--- src/rtl/regfile_bypass_pkg.sv ---
// Shared constants and types for the architectural register file with
// same-cycle write bypass and multi-cycle writer scoreboard.
package regfile_bypass_pkg;

    localparam int WIDTH      = 32;
    localparam int NUM_REGS   = 32;
    localparam int IDX_W      = 5;
    localparam int STATUS_REG = 30;
    localparam int RA_REG     = 31;

    typedef logic [IDX_W-1:0]    reg_idx_t;
    typedef logic [WIDTH-1:0]    word_t;
    typedef logic [NUM_REGS-1:0] reg_vec_t;

    localparam reg_idx_t ZERO_IDX   = 5'd0;
    localparam reg_idx_t STATUS_IDX = 5'd30;
    localparam reg_idx_t RA_IDX     = 5'd31;

    // One-hot select of an index; r0 never appears in the result.
    function automatic reg_vec_t idx_onehot(input reg_idx_t idx);
        reg_vec_t vec;
        vec = '0;
        vec[idx] = 1'b1;
        vec[0] = 1'b0;
        return vec;
    endfunction

    // True when an active write on the given port targets the read index.
    function automatic logic write_hits(input logic en, input reg_idx_t wr_idx,
                                        input reg_idx_t rd_idx);
        return en && (wr_idx == rd_idx) && (rd_idx != ZERO_IDX);
    endfunction

endpackage

--- src/rtl/regfile_bypass_scoreboard.sv ---
// Busy tracking for in-flight multi-cycle writers and the decode stall that
// results from reading a register that has not yet been written back.
module regfile_bypass_scoreboard
    import regfile_bypass_pkg::*;
(
    input  logic     clock,
    input  logic     reset,
    input  logic     issue_valid,
    input  reg_idx_t issue_reg,
    input  logic     clear_valid,
    input  reg_idx_t clear_reg,
    input  reg_idx_t read_a,
    input  reg_idx_t read_b,
    output logic     stall
);

    reg_vec_t busy_r;
    reg_vec_t set_vec_s;
    reg_vec_t clr_vec_s;
    reg_vec_t busy_next_s;
    logic     stall_a_s;
    logic     stall_b_s;

    // Set wins over clear: the issuing writer is younger than the one retiring.
    always_comb begin
        set_vec_s   = '0;
        clr_vec_s   = '0;
        if (issue_valid) begin
            set_vec_s = idx_onehot(issue_reg);
        end else begin
            set_vec_s = '0;
        end
        if (clear_valid) begin
            clr_vec_s = idx_onehot(clear_reg);
        end else begin
            clr_vec_s = '0;
        end
        busy_next_s = (busy_r & ~clr_vec_s) | set_vec_s;
    end

    // Busy vector register.
    always_ff @(posedge clock or posedge reset) begin
        if (reset) begin
            busy_r <= '0;
        end else begin
            busy_r <= busy_next_s;
        end
    end

    // A retiring write this cycle is bypassed, so it does not stall.
    always_comb begin
        stall_a_s = 1'b0;
        stall_b_s = 1'b0;
        if (read_a != ZERO_IDX) begin
            stall_a_s = busy_r[read_a] && !write_hits(clear_valid, clear_reg, read_a);
        end else begin
            stall_a_s = 1'b0;
        end
        if (read_b != ZERO_IDX) begin
            stall_b_s = busy_r[read_b] && !write_hits(clear_valid, clear_reg, read_b);
        end else begin
            stall_b_s = 1'b0;
        end
        stall = stall_a_s || stall_b_s;
    end

endmodule

--- src/rtl/regfile_bypass.sv ---
// Architectural register file: r0 hardwired to zero, normal and rstatus
// write ports, zero-latency reads with same-cycle write forwarding.
module regfile_bypass
    import regfile_bypass_pkg::*;
(
    input  logic             clock,
    input  logic             reset,
    input  logic             ctrl_writeEnable,
    input  logic [IDX_W-1:0] ctrl_writeReg,
    input  logic [WIDTH-1:0] data_writeReg,
    input  logic             ctrl_writeStatus,
    input  logic [WIDTH-1:0] data_writeStatusReg,
    input  logic [IDX_W-1:0] ctrl_readRegA,
    input  logic [IDX_W-1:0] ctrl_readRegB,
    output logic [WIDTH-1:0] data_readRegA,
    output logic [WIDTH-1:0] data_readRegB,
    input  logic             issue_valid,
    input  logic [IDX_W-1:0] issue_reg,
    output logic             stall
);

    word_t regs_r [NUM_REGS];
    logic  norm_we_s;

    assign norm_we_s = ctrl_writeEnable && (ctrl_writeReg != ZERO_IDX);

    // Storage update; the status port overrides the normal port on r30.
    always_ff @(posedge clock or posedge reset) begin
        if (reset) begin
            for (int i = 0; i < NUM_REGS; i++) begin
                regs_r[i] <= '0;
            end
        end else begin
            regs_r[0] <= '0;
            for (int i = 1; i < NUM_REGS; i++) begin
                if (ctrl_writeStatus && (i == STATUS_REG)) begin
                    regs_r[i] <= data_writeStatusReg;
                end else if (norm_we_s && (ctrl_writeReg == reg_idx_t'(i))) begin
                    regs_r[i] <= data_writeReg;
                end else begin
                    regs_r[i] <= regs_r[i];
                end
            end
        end
    end

    // Operand A read with bypass in the same priority order as storage.
    always_comb begin
        data_readRegA = '0;
        if (ctrl_readRegA == ZERO_IDX) begin
            data_readRegA = '0;
        end else if (ctrl_writeStatus && (ctrl_readRegA == STATUS_IDX)) begin
            data_readRegA = data_writeStatusReg;
        end else if (write_hits(ctrl_writeEnable, ctrl_writeReg, ctrl_readRegA)) begin
            data_readRegA = data_writeReg;
        end else begin
            data_readRegA = regs_r[ctrl_readRegA];
        end
    end

    // Operand B read, independent of A.
    always_comb begin
        data_readRegB = '0;
        if (ctrl_readRegB == ZERO_IDX) begin
            data_readRegB = '0;
        end else if (ctrl_writeStatus && (ctrl_readRegB == STATUS_IDX)) begin
            data_readRegB = data_writeStatusReg;
        end else if (write_hits(ctrl_writeEnable, ctrl_writeReg, ctrl_readRegB)) begin
            data_readRegB = data_writeReg;
        end else begin
            data_readRegB = regs_r[ctrl_readRegB];
        end
    end

    regfile_bypass_scoreboard u_scoreboard (
        .clock       (clock),
        .reset       (reset),
        .issue_valid (issue_valid),
        .issue_reg   (issue_reg),
        .clear_valid (ctrl_writeEnable),
        .clear_reg   (ctrl_writeReg),
        .read_a      (ctrl_readRegA),
        .read_b      (ctrl_readRegB),
        .stall       (stall)
    );

endmodule

--- config.mk ---
export PLATFORM = sky130hd
export DESIGN_NAME = regfile_bypass
export DESIGN_NICKNAME = d
export VERILOG_FILES = /design/src/rtl/regfile_bypass_pkg.sv /design/src/rtl/regfile_bypass_scoreboard.sv /design/src/rtl/regfile_bypass.sv
export SDC_FILE = /design/constraint.sdc
export NUM_CORES = 2
export LEC_CHECK = 0
export ABC_AREA = 1
export CAP_MARGIN = 0
export CORE_MARGIN = 2
export CORE_UTILIZATION = 38
export DETAILED_ROUTE_END_ITERATION = 10
export GPL_TIMING_DRIVEN = 0
export HOLD_SLACK_MARGIN = 0.05
export SLEW_MARGIN = 20
export SYNTH_ARGS = -nofsm -noshare
export SYNTH_HDL_FRONTEND = slang
export SYNTH_SLANG_ARGS = --single-unit
--- constraint.sdc ---
create_clock -name clock -period 52.5 [get_ports clock]
set_clock_uncertainty 0.15 [all_clocks]
set_input_delay 15.75 -clock clock [delete_from_list [all_inputs] [get_ports clock]]
set_output_delay 15.75 -clock clock [all_outputs]
set_load 0.01 [all_outputs]
; After elaboration in Yosys (flattened, before gate mapping)
; Index checks and enable logic that the tools add are counted.
[word_totals]
out_inout_bits = 65
word_cells = 157
in_bits = 89
reg_bits = 1024
[classes]
n_reduce_logical = 51
order_cmp = 8
n_eq_ne = 35
n_mux = 26
n_bitwise = 5
[ops]
columns = cell, n
row1 = $mux 32, 14
row2 = $bmux 32 s5, 2
row3 = $eq 5x5->1 const B, 18
row4 = $logic_and 1x1->1, 42
row5 = $eq 5x4->1 const B, 8
row6 = $and 32x32->32, 1
row7 = $not 32->32, 1
row8 = $or 32x32->32, 1
row9 = $lt 5x6->1 const B, 4
row10 = $eq 5x3->1 const B, 4
row11 = $reduce_bool 5->1, 3
row12 = $ge 6x6->1 const B, 2
row13 = $not 5->6, 2
row14 = $bmux 1 s5, 2
row15 = $demux 1 s5, 2
row16 = $eq 5x2->1 const B, 2
row17 = $eq 5x5->1, 2
row18 = $ge 5x1->1 const B, 2
row19 = $logic_not 5->1, 2
row20 = $mux 1, 6
row21 = $eq 5x1->1 const B, 1
row22 = $logic_not 1->1, 2
row23 = $reduce_bool 2->1, 1
row24 = $logic_or 1x1->1, 1

; Longest topological paths before layout
[logic_depth]
depth_word = 8
ltp_mapped = 13
depth_no_buf = 11

; Modules after synthesis
; From an unflattened synthesis, not the netlist that was laid out.
[hier_totals]
hier_cells = 8917
hier_area_um2 = 59723.5
[modules_own_cells]
columns = module, cells_each, seq_area_each_um2, area_per_inst_um2, n_inst
row1 = regfile_bypass, 8603, 24823.8, 57610.3, 1
row2 = regfile_bypass_scoreboard, 314, 775.7, 2113.3, 1

; Worst setup path before layout
; OpenSTA, ideal clock, no wires.
[synth_path]
path_type = input port to output port
start = input ctrl_readRegB[1]
end = output data_readRegB[2]
n_path_buf = 3
setup_slack_ns = 19.587
stages = 10
required_ns = 36.600
t_arrival_ns = 17.013
cell_sequence = buf_2 inv_2 buf_2 o211ai_1 nor2_1 buf_2 nand3_1 nand2_1 inv_1 a21oi_1
[synth_between]
elab_chain_len = 7
elab_cells_between_ends = 14
[synth_rtl]
columns = item, line_no
row1 = "start, declared", regfile_bypass.sv:14  ; input logic [IDX_W-1:0] ctrl_readRegB,
row2 = $not 5->6 (not written as such), regfile_bypass.sv:71  ; data_readRegB = regs_r[ctrl_readRegB];
row3 = $bmux 32 s5, regfile_bypass.sv:71
row4 = $mux 32 (not written as such) (2 in series), regfile_bypass.sv:71
row5 = $mux 32, regfile_bypass.sv:68  ; end else if (write_hits(ctrl_writeEnable, ctrl_writeReg, ctrl_readRegB)) begin
row6 = $mux 32, regfile_bypass.sv:66  ; end else if (ctrl_writeStatus && (ctrl_readRegB == STATUS_IDX)) begin
row7 = $mux 32 *, regfile_bypass.sv:64  ; if (ctrl_readRegB == ZERO_IDX) begin
row8 = "end, declared", regfile_bypass.sv:16  ; output logic [WIDTH-1:0] data_readRegB,
; Mark *: on every way between the ends. The rest lies on a longest branch, timed or not. The select of a mux whose other input is x is not followed.

; Final worst setup path
[layout_path]
start = input ctrl_readRegB[0]
end = output data_readRegB[22]
; The elaborated chain is that of the path after synthesis.

==> flow_summary.ini <==
[final_layout]
postLayoutCoreUtil_pct = 43.7
final_cell_mix = nand2_1, nand3_1, dfrtp_1
stdcell_count = 11371
layout-area-overhead-vs-synth_pct = 14.5
final_common_cell = nand2_1
drive_gt1_share_pct = 6.79
num-nets-final = 9265

[yosys]
post_synth_main_area_contributors = dfrtp_1, nand2_1, nand3_1, o21ai_0, clkbuf_1
synthCells = 8923
synth_top_area_share_pct = 43.1
yosysWarnings = 0
synth_seq_area_share_pct = 43.1
synth_cell_type_count = 30
mappedNetlistArea_um2 = 59400
syn_avg_cell_area_um2 = 6.66
postSynthRegisterBits = 1023
mappedNetlistNets = 9012
netlist.top_cell.by_area = dfrtp_1

[setup_path]
reg2reg_to = regs_r[620]
cp.arrival_ns = 21.14
critical_path_buf_inv_count = 5
crit_type = input pin to output pin
timing.reg2reg.worst_path_depth = 2
crit_slowest_cell = clkbuf_1
critical_path_required_ns = 36.60
timing.critical_path.from_type = input pin
crit_path_max_cell_delay_ns = 0.84
path_common_cell = nand2_1
crit_fanout = 10
ff2ff_setup_slack_ns = 51.05
worst_setup_path_end_kind = output pin
crit_chain = clkdlybuf4s50_1 > inv_2 > clkbuf_1 > buf_2 > nand2_1 > nand3_1 > nand3_1 > nand3_1 > nand2_1 > nand2_1 > nand2_1 > a21oi_1 > clkdlybuf4s50_1
worst_path_dominant_cell_family = buffers and inverters
critical_path.reg2reg.startpoint = regs_r[620]

[placement]
placement.io_buffers = 114
dp_hpwl_um = 317000
gp_congestion = 1.09
dp.cells = 11110

[floorplanning]
core_um2 = 156000
floorplan.rows = 145
floorplan.die_area_um2 = 159000
floorplan.initialDensity_pct = 38.2
fp.dieW_um = 399
die_y_um = 399
top_level_ports = 154

[cts]
cts.clk_slew.worst_paths_ns = 0.07
tritoncts_clock_tree = done
post_cts_setup_bufs = 0
cts_inserted_buffers = 121
root_buffer = clkbuf_16
cts_resized = 0
cts.hold.buffers_added = 0
clockBufferDepth = 3
insertion_delay_ns = 0.78
numClockSinks = 1023
clock_tree.htree_level_count = 3

[power]
power_switching_share_pct = 36.4
seqPwrFrac_pct = 40.9
pwr-share-clk_pct = 35.8
worst_ir_drop_vdd_v = 0.0000290
logic_gate_share_of_total_power_pct = 23.3
leakagePower_uw = 0.0320
net-switching-power_uw = 954
p_int_uw = 1670
powerDensity_nw_per_um2 = 38.6

[timing]
hold_viol_final = 0
final.setup.tns_ns = 0
fmaxAchievable_ghz = 0.0270
period_minus_slack_ns = 37.05
final-max-slew-violation-count = 0
worst_slew_margin_rel_pct = 7.34
grt_setup_unrepaired = no
tightestPinTransition_ns = 1.39
finalCritPeriodShare_pct = 70.6
setup_viol = 0

[detailed_routing]
detailroute.via_count = 70686
post_drt_wl_per_cell_um = 36.2
post-route-drc-count = 0
final_antenna_net_count = 0
vias_per_cell = 6.22
iteration_0_drc_markers = 11487
postRouteWirelength_um = 411000
detailedRoute.firstPassIterationCount = 7

[hold_path]
whs_endpoint = u_scoreboard.busy_r[30]
min_path_type = flop to flop
timing.hold.worst_path_depth = 2
min-delay-start = u_scoreboard.busy_r[30]

[global_route]
grt.total_usage_pct = 50.5
grt_first_pass_wirelength_um = 548000
number_of_antenna_violations_at_the_first_check_in_global_routing = 63
vias_in_the_first_global_route = 64836
grt_overflow = 0
grt_start_max_net_pins = 101

[status]
status = completed

[run]
cap_violations = 0
sequential cells by signal, summed over array words and instances, names as in the netlist:
signal,flops
regs_r,992
u_scoreboard.busy_r,31
layer usage:
layer  global-route usage, %  up-vias  part of all wire, %
li1                        -    29353                    -
met1                    61.0    34344                   37
met2                    71.5     5439                   41
met3                    20.1     1520                   14
met4                    38.7       30                  9.1
met5                       0        -                0.047
logic make-up (layout without fill, tap and decap cells):
family / count (synthesis) / in the layout / share of synthesized area [%]
buf+inv: 1100 / 1452 / 7.69
other cells: 0 / 38 / 0
compound gates: 1354 / 1354 / 11.5
flops: 1023 / 1023 / 43.1
simple gates: 5442 / 5442 / 37.6
xor+xnor: 4 / 4 / 0.0590
per-stage QoR:
stage               area (um2)  hold WS (ns)  setup slack, ns  power, uW
detailed placement       63600         0.326            16.00       1650
global route             67900         0.378            15.92       2700
floorplan                59400         0.303             7.81       1380
finish                   68000         0.345            15.46       2620
CTS                      67900         0.342            15.98       2580
global placement         63100         0.324            -6.98       1640
power groups by stage:
stage / clock, uW / combinational [uW] / sequential, uW
CTS: 936 / 580 / 1060
floorplan: 0 / 347 / 1040
finish: 940 / 611 / 1070
detailed placement: 0 / 579 / 1070
global route: 965 / 653 / 1090
global placement: 0 / 565 / 1080
Yosys cell counts (all sizes together):
cell and n:
a21oi 245, clkbuf 394, nor4 1, dfrtp 1023, nand3b 26, and3 1, o22ai 10, nand4 18
xnor2 2, o21ai 1063, buf 371, nand2 3673, nor3 6, inv 335, xor2 2, a31oi 32
o211ai 4, nand3 1360, nor2 357
worst register-to-register path: stages (launching register included):
cell and delay [ns]:
dfrtp_1 0.62, nand2_1 0.10, o21ai_1 0.40
area by class of cell:
class                      instances  area, um2
buffer                           765       3400
fill                           16660      87700
clock inverter                    51        752
timing repair buffer             130       1560
inverter                         335       1270
antenna                           38       95.1
multi-input combinational       6800      29200
tap                             2058       2570
sequential                      1023      25600
clock buffer                     171       3520
worst max path at each step:
| stage | depth (start not counted) | startpoint | end | slack, ns |
|---|---|---|---|---|
| floorplan | 1 | reset | regs_r[0] | 7.81 |
| global placement | 2 | reset | regs_r[324] | -6.98 |
| detailed placement | 13 | ctrl_readRegB[0] | data_readRegB[22] | 16.00 |
| CTS | 13 | ctrl_readRegB[0] | data_readRegB[22] | 15.98 |
| global route | 13 | ctrl_readRegB[0] | data_readRegB[27] | 15.92 |
| finish | 13 | ctrl_readRegB[0] | data_readRegB[22] | 15.46 |
Note: power is estimated with default switching activity, not from simulation.
